<file path="config.mk">
export PLATFORM = sky130hd
export DESIGN_NAME = ultra_seg_display
export DESIGN_NICKNAME = d
export VERILOG_FILES = /design/src/rtl/ultra_seg_display.sv
export SDC_FILE = /design/constraint.sdc
export NUM_CORES = 1
export LEC_CHECK = 0
export ABC_AREA = 0
export BUFFER_PORTS_ARGS = -buffer_cell sky130_fd_sc_hd__buf_2
export CAP_MARGIN = 20
export CORE_UTILIZATION = 50
export DETAILED_ROUTE_END_ITERATION = 7
export HOLD_SLACK_MARGIN = 0.06
export PLACE_DENSITY = 0.69
export SYNTH_ARGS = -nofsm -noshare
export SYNTH_HDL_FRONTEND = slang
export SYNTH_SLANG_ARGS = --single-unit
</file>
<file path="constraint.sdc">
create_clock -name clk -period 13.3 [get_ports clk]
set_clock_uncertainty 0.2 [all_clocks]
set_input_delay 1.995 -clock clk [delete_from_list [all_inputs] [get_ports clk]]
set_output_delay 1.995 -clock clk [all_outputs]
set_load 0.05 [all_outputs]
</file>
<file path="src/rtl/ultra_seg_display.sv">
// ultra_seg_display
//
// Drives a common-anode 4-digit seven-segment display from the BCD range
// digits produced by the ultrasonic/UART stage. It also derives the parking
// proximity flags from the same range value.
//
// The four digits are scanned one slot at a time. Each slot lasts
// REFRESH_DIV clocks. At the end of every full frame (four slots) the input
// digits are snapshotted into shadow registers, so a digit that changes while
// a frame is being shown never produces a half-old, half-new display. The
// near/warn flags are recomputed from that same snapshot. While near is
// asserted the whole display blinks with a half-period of BLINK_FRAMES
// frames.
//
// Ports:
//   clk            system clock (single clock domain)
//   reset          synchronous, active-high reset
//   digit0..digit3 range digits in BCD (digit0 = units, digit3 = thousands)
//   an[3:0]        anode enables, active-low; an[i] selects digit i
//   seg[6:0]       segments {g,f,e,d,c,b,a}, active-low
//   near           snapshotted range < NEAR_THRESH
//   warn           NEAR_THRESH <= snapshotted range < WARN_THRESH
module ultra_seg_display #(
    parameter int REFRESH_DIV  = 12500,
    parameter int BLINK_FRAMES = 250,
    parameter int NEAR_THRESH  = 12,
    parameter int WARN_THRESH  = 36
) (
    input  logic       clk,
    input  logic       reset,
    input  logic [3:0] digit0,
    input  logic [3:0] digit1,
    input  logic [3:0] digit2,
    input  logic [3:0] digit3,
    output logic [3:0] an,
    output logic [6:0] seg,
    output logic       near,
    output logic       warn
);

    localparam logic [15:0] DIV_LAST   = 16'(REFRESH_DIV - 1);
    localparam logic [15:0] BLINK_LAST = 16'(BLINK_FRAMES - 1);
    localparam logic [13:0] NEAR_LIMIT = 14'(NEAR_THRESH);
    localparam logic [13:0] WARN_LIMIT = 14'(WARN_THRESH);

    // Active-low segment patterns {g,f,e,d,c,b,a}. Non-BCD values show a dash.
    function automatic logic [6:0] seg_encode(input logic [3:0] value);
        logic [6:0] code;
        case (value)
            4'd0:    code = 7'h40;
            4'd1:    code = 7'h79;
            4'd2:    code = 7'h24;
            4'd3:    code = 7'h30;
            4'd4:    code = 7'h19;
            4'd5:    code = 7'h12;
            4'd6:    code = 7'h02;
            4'd7:    code = 7'h78;
            4'd8:    code = 7'h00;
            4'd9:    code = 7'h10;
            default: code = 7'h3F;
        endcase
        return code;
    endfunction

    // ------------------------------------------------------------------
    // State
    // ------------------------------------------------------------------
    logic [15:0] div_cnt_reg,   div_cnt_next;
    logic [1:0]  scan_idx_reg,  scan_idx_next;
    logic [15:0] frame_cnt_reg, frame_cnt_next;
    logic [3:0]  shadow_reg [4];
    logic [3:0]  shadow_next [4];
    logic        near_reg,      near_next;
    logic        warn_reg,      warn_next;
    logic        blink_on_reg,  blink_on_next;
    logic [3:0]  an_reg,        an_next;
    logic [6:0]  seg_reg,       seg_next;

    logic        tick;
    logic        frame_end;

    // Live inputs gathered into an array so the per-digit logic can be
    // generated uniformly.
    logic [3:0]  digit_in [4];
    assign digit_in[0] = digit0;
    assign digit_in[1] = digit1;
    assign digit_in[2] = digit2;
    assign digit_in[3] = digit3;

    assign tick      = (div_cnt_reg == DIV_LAST);
    assign frame_end = tick && (scan_idx_reg == 2'd3);

    // ------------------------------------------------------------------
    // Range evaluation of the incoming snapshot
    // ------------------------------------------------------------------
    // The flags are computed from the live digits because they are latched
    // on the same edge that loads the shadow registers. The result is
    // therefore exactly the flag for the new snapshot.
    logic [3:0]  digit_ok;
    logic        snap_valid;
    logic [13:0] range_val;
    logic        near_hit;
    logic        warn_hit;

    genvar gi;
    generate
        for (gi = 0; gi < 4; gi++) begin : g_valid
            assign digit_ok[gi] = (digit_in[gi] <= 4'd9);
        end
    endgenerate

    assign snap_valid = &digit_ok;
    // A non-BCD digit can overflow 14 bits here. That result is discarded
    // because snap_valid is low in that case.
    assign range_val  = 14'(digit_in[3]) * 14'd1000
                      + 14'(digit_in[2]) * 14'd100
                      + 14'(digit_in[1]) * 14'd10
                      + 14'(digit_in[0]);
    assign near_hit   = snap_valid && (range_val < NEAR_LIMIT);
    assign warn_hit   = snap_valid && !near_hit && (range_val < WARN_LIMIT);

    // ------------------------------------------------------------------
    // Per-digit display decode from the shadow registers
    // ------------------------------------------------------------------
    logic [3:0] zero_flag;
    logic [3:0] blank_flag;
    logic [6:0] digit_seg [4];

    generate
        for (gi = 0; gi < 4; gi++) begin : g_digit
            assign zero_flag[gi] = (shadow_reg[gi] == 4'd0);
            assign digit_seg[gi] = seg_encode(shadow_reg[gi]);
            // A digit is a leading zero only if it and every digit above it
            // are zero. A dash (value > 9) is non-zero, so it both shows and
            // stops blanking further down. The units digit always shows.
            if (gi == 0) begin : g_units
                assign blank_flag[gi] = 1'b0;
            end else begin : g_upper
                assign blank_flag[gi] = &zero_flag[3:gi];
            end
        end
    endgenerate

    // ------------------------------------------------------------------
    // Scan / snapshot / blink control
    // ------------------------------------------------------------------
    always_comb begin
        div_cnt_next   = tick ? 16'd0 : div_cnt_reg + 16'd1;
        scan_idx_next  = tick ? scan_idx_reg + 2'd1 : scan_idx_reg;
        frame_cnt_next = frame_cnt_reg;
        shadow_next    = shadow_reg;
        near_next      = near_reg;
        warn_next      = warn_reg;
        blink_on_next  = blink_on_reg;

        if (frame_end) begin
            for (int i = 0; i < 4; i++) begin
                shadow_next[i] = digit_in[i];
            end
            near_next = near_hit;
            warn_next = warn_hit;

            // The blink follows the new near value. The frame that first
            // becomes near is shown lit and already counts toward the first
            // half-period.
            if (!near_hit) begin
                frame_cnt_next = 16'd0;
                blink_on_next  = 1'b1;
            end else if (frame_cnt_reg == BLINK_LAST) begin
                frame_cnt_next = 16'd0;
                blink_on_next  = !blink_on_reg;
            end else begin
                frame_cnt_next = frame_cnt_reg + 16'd1;
            end
        end
    end

    // ------------------------------------------------------------------
    // Registered display drive
    // ------------------------------------------------------------------
    always_comb begin
        an_next  = 4'b1111;
        seg_next = 7'h7F;
        if (blink_on_reg && !blank_flag[scan_idx_reg]) begin
            an_next[scan_idx_reg] = 1'b0;
            seg_next              = digit_seg[scan_idx_reg];
        end
    end

    always_ff @(posedge clk) begin
        if (reset) begin
            div_cnt_reg   <= 16'd0;
            scan_idx_reg  <= 2'd0;
            frame_cnt_reg <= 16'd0;
            for (int i = 0; i < 4; i++) begin
                shadow_reg[i] <= 4'd0;
            end
            near_reg      <= 1'b0;
            warn_reg      <= 1'b0;
            blink_on_reg  <= 1'b1;
            an_reg        <= 4'b1111;
            seg_reg       <= 7'h7F;
        end else begin
            div_cnt_reg   <= div_cnt_next;
            scan_idx_reg  <= scan_idx_next;
            frame_cnt_reg <= frame_cnt_next;
            shadow_reg    <= shadow_next;
            near_reg      <= near_next;
            warn_reg      <= warn_next;
            blink_on_reg  <= blink_on_next;
            an_reg        <= an_next;
            seg_reg       <= seg_next;
        end
    end

    assign an   = an_reg;
    assign seg  = seg_reg;
    assign near = near_reg;
    assign warn = warn_reg;

endmodule

</file>
Yosys cells after proc, flatten, opt, wreduce, memory -nomap -nowiden
Memories as Yosys holds them, arrays and structs flattened. A register that Yosys moved wholly into a read port is not among the register bits. Cells that the tools add are included. Widths: inputs -> output; s select.

Register bits after elaboration: 64. Latch bits: 0. RAM bits: 0. Memory bits (read-only): 448. Memories: 4.

Add/sub/neg operators: 6. $mul: 3. Div/mod/pow operators: 0. Magnitude comparators: 9. Equality and inequality tests: 4. Shifts and indexed selects: 0. Muxes and demuxes: 19. Bitwise logic cells: 3. Reductions and logical operators: 18.

Memories: (no name shown) (words 16, bits a word 7, read ports 1, clocked after Yosys merged registers in 1, wr ports 0, RTL line 49) `case (value)`; (no name shown) (words 16, bits a word 7, read ports 1, clocked after Yosys merged registers in 1, wr ports 0, RTL line 49); (no name shown) (words 16, bits a word 7, read ports 1, clocked after Yosys merged registers in 1, wr ports 0, RTL line 49); (no name shown) (words 16, bits a word 7, read ports 1, clocked after Yosys merged registers in 1, wr ports 0, RTL line 49).

Operators by type and width (number): $add 16x1->16 const B (2); $mux 16 (2); $mux 4 (8); $eq 16x14->1 const B (1); $eq 16x8->1 const B (1); $le 4x4->1 const B (4); $add 14x11->14 (1); $add 14x4->14 (1); $add 14x8->14 (1); $bmux 7 s2 (1); $lt 14x4->1 const B (1); $lt 14x6->1 const B (1); $mux 7 (2); $logic_not 4->1 (3); $mul 4x7->11 const B (1); $mul 4x5->9 const B (1); $mul 4x3->7 const B (1); $logic_and 1x1->1 (6); $mux 1 (4); $not 4->4 (1); $reduce_and 2->1 (2); $reduce_and 4->1 (1); $reduce_or 2->1 (2); $ge 3x3->1 const B (1); 11 further kinds (13).

Depth between registers and ports, before layout
Depth after elaboration: 9. Mapped depth: 20.

Worst setup path after synthesis
No wires, ideal clock.

Path kind: input-to-reg. Start point: in digit3[1]. End point: reg frame_cnt_reg[0]. Library setup time: 78 ps. Arrival time: 6405 ps. Data required time: 13022 ps. Slack: 6617 ps. Stages: 20. Path through: fa_1 inv_1 fa_1 inv_1 ha_1 nor2b_1 o21ai_0 nand2b_1 xnor2_1 ha_1 ha_1 ha_1 o21ai_0 a21oi_1 nor4_1 o2111ai_1 nor4_4 a41oi_4 buf_6 nor3_1.

Cells in the longest elaborated chain, start to end: 7. Elaborated cells on any way between the ends: 9. Those cells by class: add/sub (3); mul (1); order compare (2); mux (1); reduce/logical (2).

RTL lines: start: declaration (RTL line 34) `input logic [3:0] digit3,`; $mul 4x7->11 (RTL line 115) `assign range_val = 14'(digit_in[3]) * 14'd1000`; $add 14x11->14 (RTL line 116) `+ 14'(digit_in[2]) * 14'd100`; $add 14x8->14 (RTL line 117) `+ 14'(digit_in[1]) * 14'd10`; $add 14x4->14 (RTL line 118) `+ 14'(digit_in[0]);`; $lt 14x4->1 (RTL line 119) `assign near_hit = snap_valid && (range_val < NEAR_LIMIT);`; $logic_and 1x1->1 * (RTL line 119); $mux 16 * (RTL line 166) `if (!near_hit) begin`; end signal: assignment (RTL line 206) `frame_cnt_reg <= frame_cnt_next;`; end: declaration (RTL line 70) `logic [15:0] frame_cnt_reg, frame_cnt_next;`.

Mark *: on every way between the ends. The rest lies on a longest branch, timed or not. A chain may end at the register's enable or synchronous reset.

Final worst setup path
Ends and elaborated chain as after synthesis.

==> out/results.tsv <==
metric	value	unit
violations	design-rule violations	
cts.sinks	92	
leakage	2.88	nW
synth_top_area_share	0.305	
start_util	0.520	
cts_root_buffer	clkbuf_16	
rr_endpoint	digit_seg[12]$_DFF_P_	
grt_pass1_vias	4387	
drive_gt1_frac	0.116	
rows	39	
core	11600	um^2
nets	785	
fin_ws	6.37	ns
ff2ff_setup_slack	9.59	ns
cp-start-kind	input pin	
cts_setup_buffers	0	
syn-cell-area	6040	um^2
vias	4443	
slew_viol_final	0	
drc	3	
yosys-top-cells-count	92 x dfxtp_1, 82 x ha_1, 62 x inv_1	
syn-instance-count	646	
multi_input_area	3840	um^2
final_hold_viol_count	0	
cp_slowest_cell	fa_1	
dpl_cell_area	6250	um^2
grtUsageTotal	0.208	
die_w	112	um
setup_violations	0	
async_flop_share	0	
area_growth_syn_to_layout	8.47	%
cts_tree	done	
fillers	1021	
synthFlopType	dfxtp_1	
status	finished, violations left	
cts_max_level	3	
die_h	112	um
grt_pass1_wl	20700	um
antenna_found_initial	0	
fin_tns_setup	0	ns
hp-class	reg -> reg	
dp_hpwl	9330	um
cpMostUsedCell	ha_1	
cellPowerDensity	127	nW/um^2
post_layout_nonfiller_instances	815	
drt-pass1-iter-count	6	
via_per_inst	5.45	
max-cap-violations	0	
yosys-top-cells-area	dfxtp_1 30%, ha_1 17%, fa_1 5.6%	
max_freq	144	MHz
die-area	12500	um^2
dpl.cell_count	800	
worstReg2RegStart	div_cnt_reg[0]$_SDFF_PP0_	
drt.antenna.violating_nets	0	
num_io_pins	31	
grt_max_degree	46	
diodes	0	
synth_edf_count	0	
drtIter0Drc	190	
holdWs	0.251	ns
worst_pin_slew	0.988	ns
cp.required	13.36	ns
yosys_warnings	0	
worstPathCellList	buf_2, fa_1, inv_1, fa_1, inv_1, ha_1, nor2b_1, o21ai_0, nand2b_1, xnor2_1, ha_1, ha_1, ha_1, o21ai_0, a21oi_1, nor4_1, o2111ai_1, nor4_4, a41oi_4, nor3_1	
worstSkewPairLatency	0.34	ns
cts_resized	0	
post-place-ws	6.02	ns
totalPowerFinal	832	uW
cts_buffers	9	
path_class	in -> reg	
cp-end-kind	register	
clock_path_buffers	2	
cp_max_fo	16	
layout_min_cycle_time	6.93	ns
max_stage_delay	0.60	ns
max_slew_margin	0.341	
finish.utilization	0.564	
min_from	div_cnt_reg[0]$_SDFF_PP0_	
synth.distinct_cells	65	
cts_hold_buffers	0	
synth_area_per_cell	9.35	um^2
portBuffers	30	
gp_congestion	0.831	
ir_drop	0.0695	mV
clkTransAtPathRegs	0.06	ns
min_path_cells	1	
synth_fp_nets	763	
hold_path_end	div_cnt_reg[0]$_SDFF_PP0_	
synth.most_common_cell	dfxtp_1	
synth_seq_cells	92	
ys_seq_area_frac	0.305	
drt_wl_total	12200	um
cp.arrival	6.99	ns
grt-ovfl-total	0	
final_area	6550	um^2
rsz0062_at_grt	no	
timing.final.crit_share	0.521	
wl_per_cell	14.9	um
synth_top_cell_by_area	dfxtp_1	
reg2regPathDepth	11	
largest_register_ff_count	28	
seq_area	1840	um^2
## layout by cell type (no fill, tap or decap), drive strengths merged, types with 4 or more instances in the layout
cell type	instances
a21o	11
a21oi	37
and3	4
buf	31
clkbuf	9
dfxtp	92
fa	17
ha	82
inv	65
mux2i	21
mux4	7
nand2	54
nand2b	12
nand3	12
nand3b	4
nand4	8
nor2	40
nor2b	10
nor3	32
nor4	10
o21ai	18
or2	6
xnor2	28
xor2	15
## worst max path at each step
stage               from                        endpoint  slack (ns)  depth (start not counted)
2_1_floorplan  digit3[1]   frame_cnt_reg[0]$_SDFFE_PP0P_        6.62                         20
3_3_place_gp   digit3[1]   frame_cnt_reg[1]$_SDFFE_PP0P_        6.18                         20
3_5_place_dp   digit3[1]  frame_cnt_reg[15]$_SDFFE_PP0P_        6.02                         20
4_1_cts        digit3[1]  frame_cnt_reg[10]$_SDFFE_PP0P_        6.38                         20
5_1_grt        digit3[1]  frame_cnt_reg[10]$_SDFFE_PP0P_        5.98                         20
6_report       digit3[1]   frame_cnt_reg[0]$_SDFFE_PP0P_        6.37                         20
## kinds of logic (layout without fill, tap and decap cells)
kind of cell	Yosys count	after routing	synth area share
multiplexers	31	31	0.0665
AO/OA/AOI/OAI	86	86	0.0932
flip-flops	92	92	0.305
adder cells (fa/ha/maj)	99	99	0.226
XOR/XNOR	44	44	0.0663
AND/OR/NAND/NOR	212	212	0.184
buffers and inverters	82	108	0.0588
## metal layers
| layer | track usage | vias to the layer above | part of all wire |
|---|---|---|---|
| met5 | 0 | - | 0 |
| met2 | 0.355 | 60 | 0.48 |
| met3 | 0.0365 | 19 | 0.033 |
| met4 | 0.0667 | 0 | 0.020 |
| li1 | - | 2239 | - |
| met1 | 0.267 | 2125 | 0.47 |
## report_power, final
part	switching (mW)	total, mW	internal (mW)	leakage [nW]
sequential	0.000978	0.278	0.277	0.744
combinational	0.169	0.299	0.130	1.99
clock	0.108	0.255	0.147	0.143
## critical path: cells and delay by family
kind | cells | cell delay [ns]
fa+ha+maj | 6 | 2.41
simple gates | 5 | 1.24
xor+xnor | 1 | 0.13
compound gates | 5 | 0.90
buf+inv | 3 | 0.29
## final cells by class
| type | instances | share of cell area |
|---|---|---|
| inverter | 62 | 0.0355 |
| sequential | 92 | 0.281 |
| clock buffer | 9 | 0.0344 |
| tap | 143 | 0.0273 |
| clock inverter | 6 | 0.0111 |
| multi-input combinational | 472 | 0.587 |
| timing repair buffer | 31 | 0.0241 |
Power figures use the tool's default switching activity.
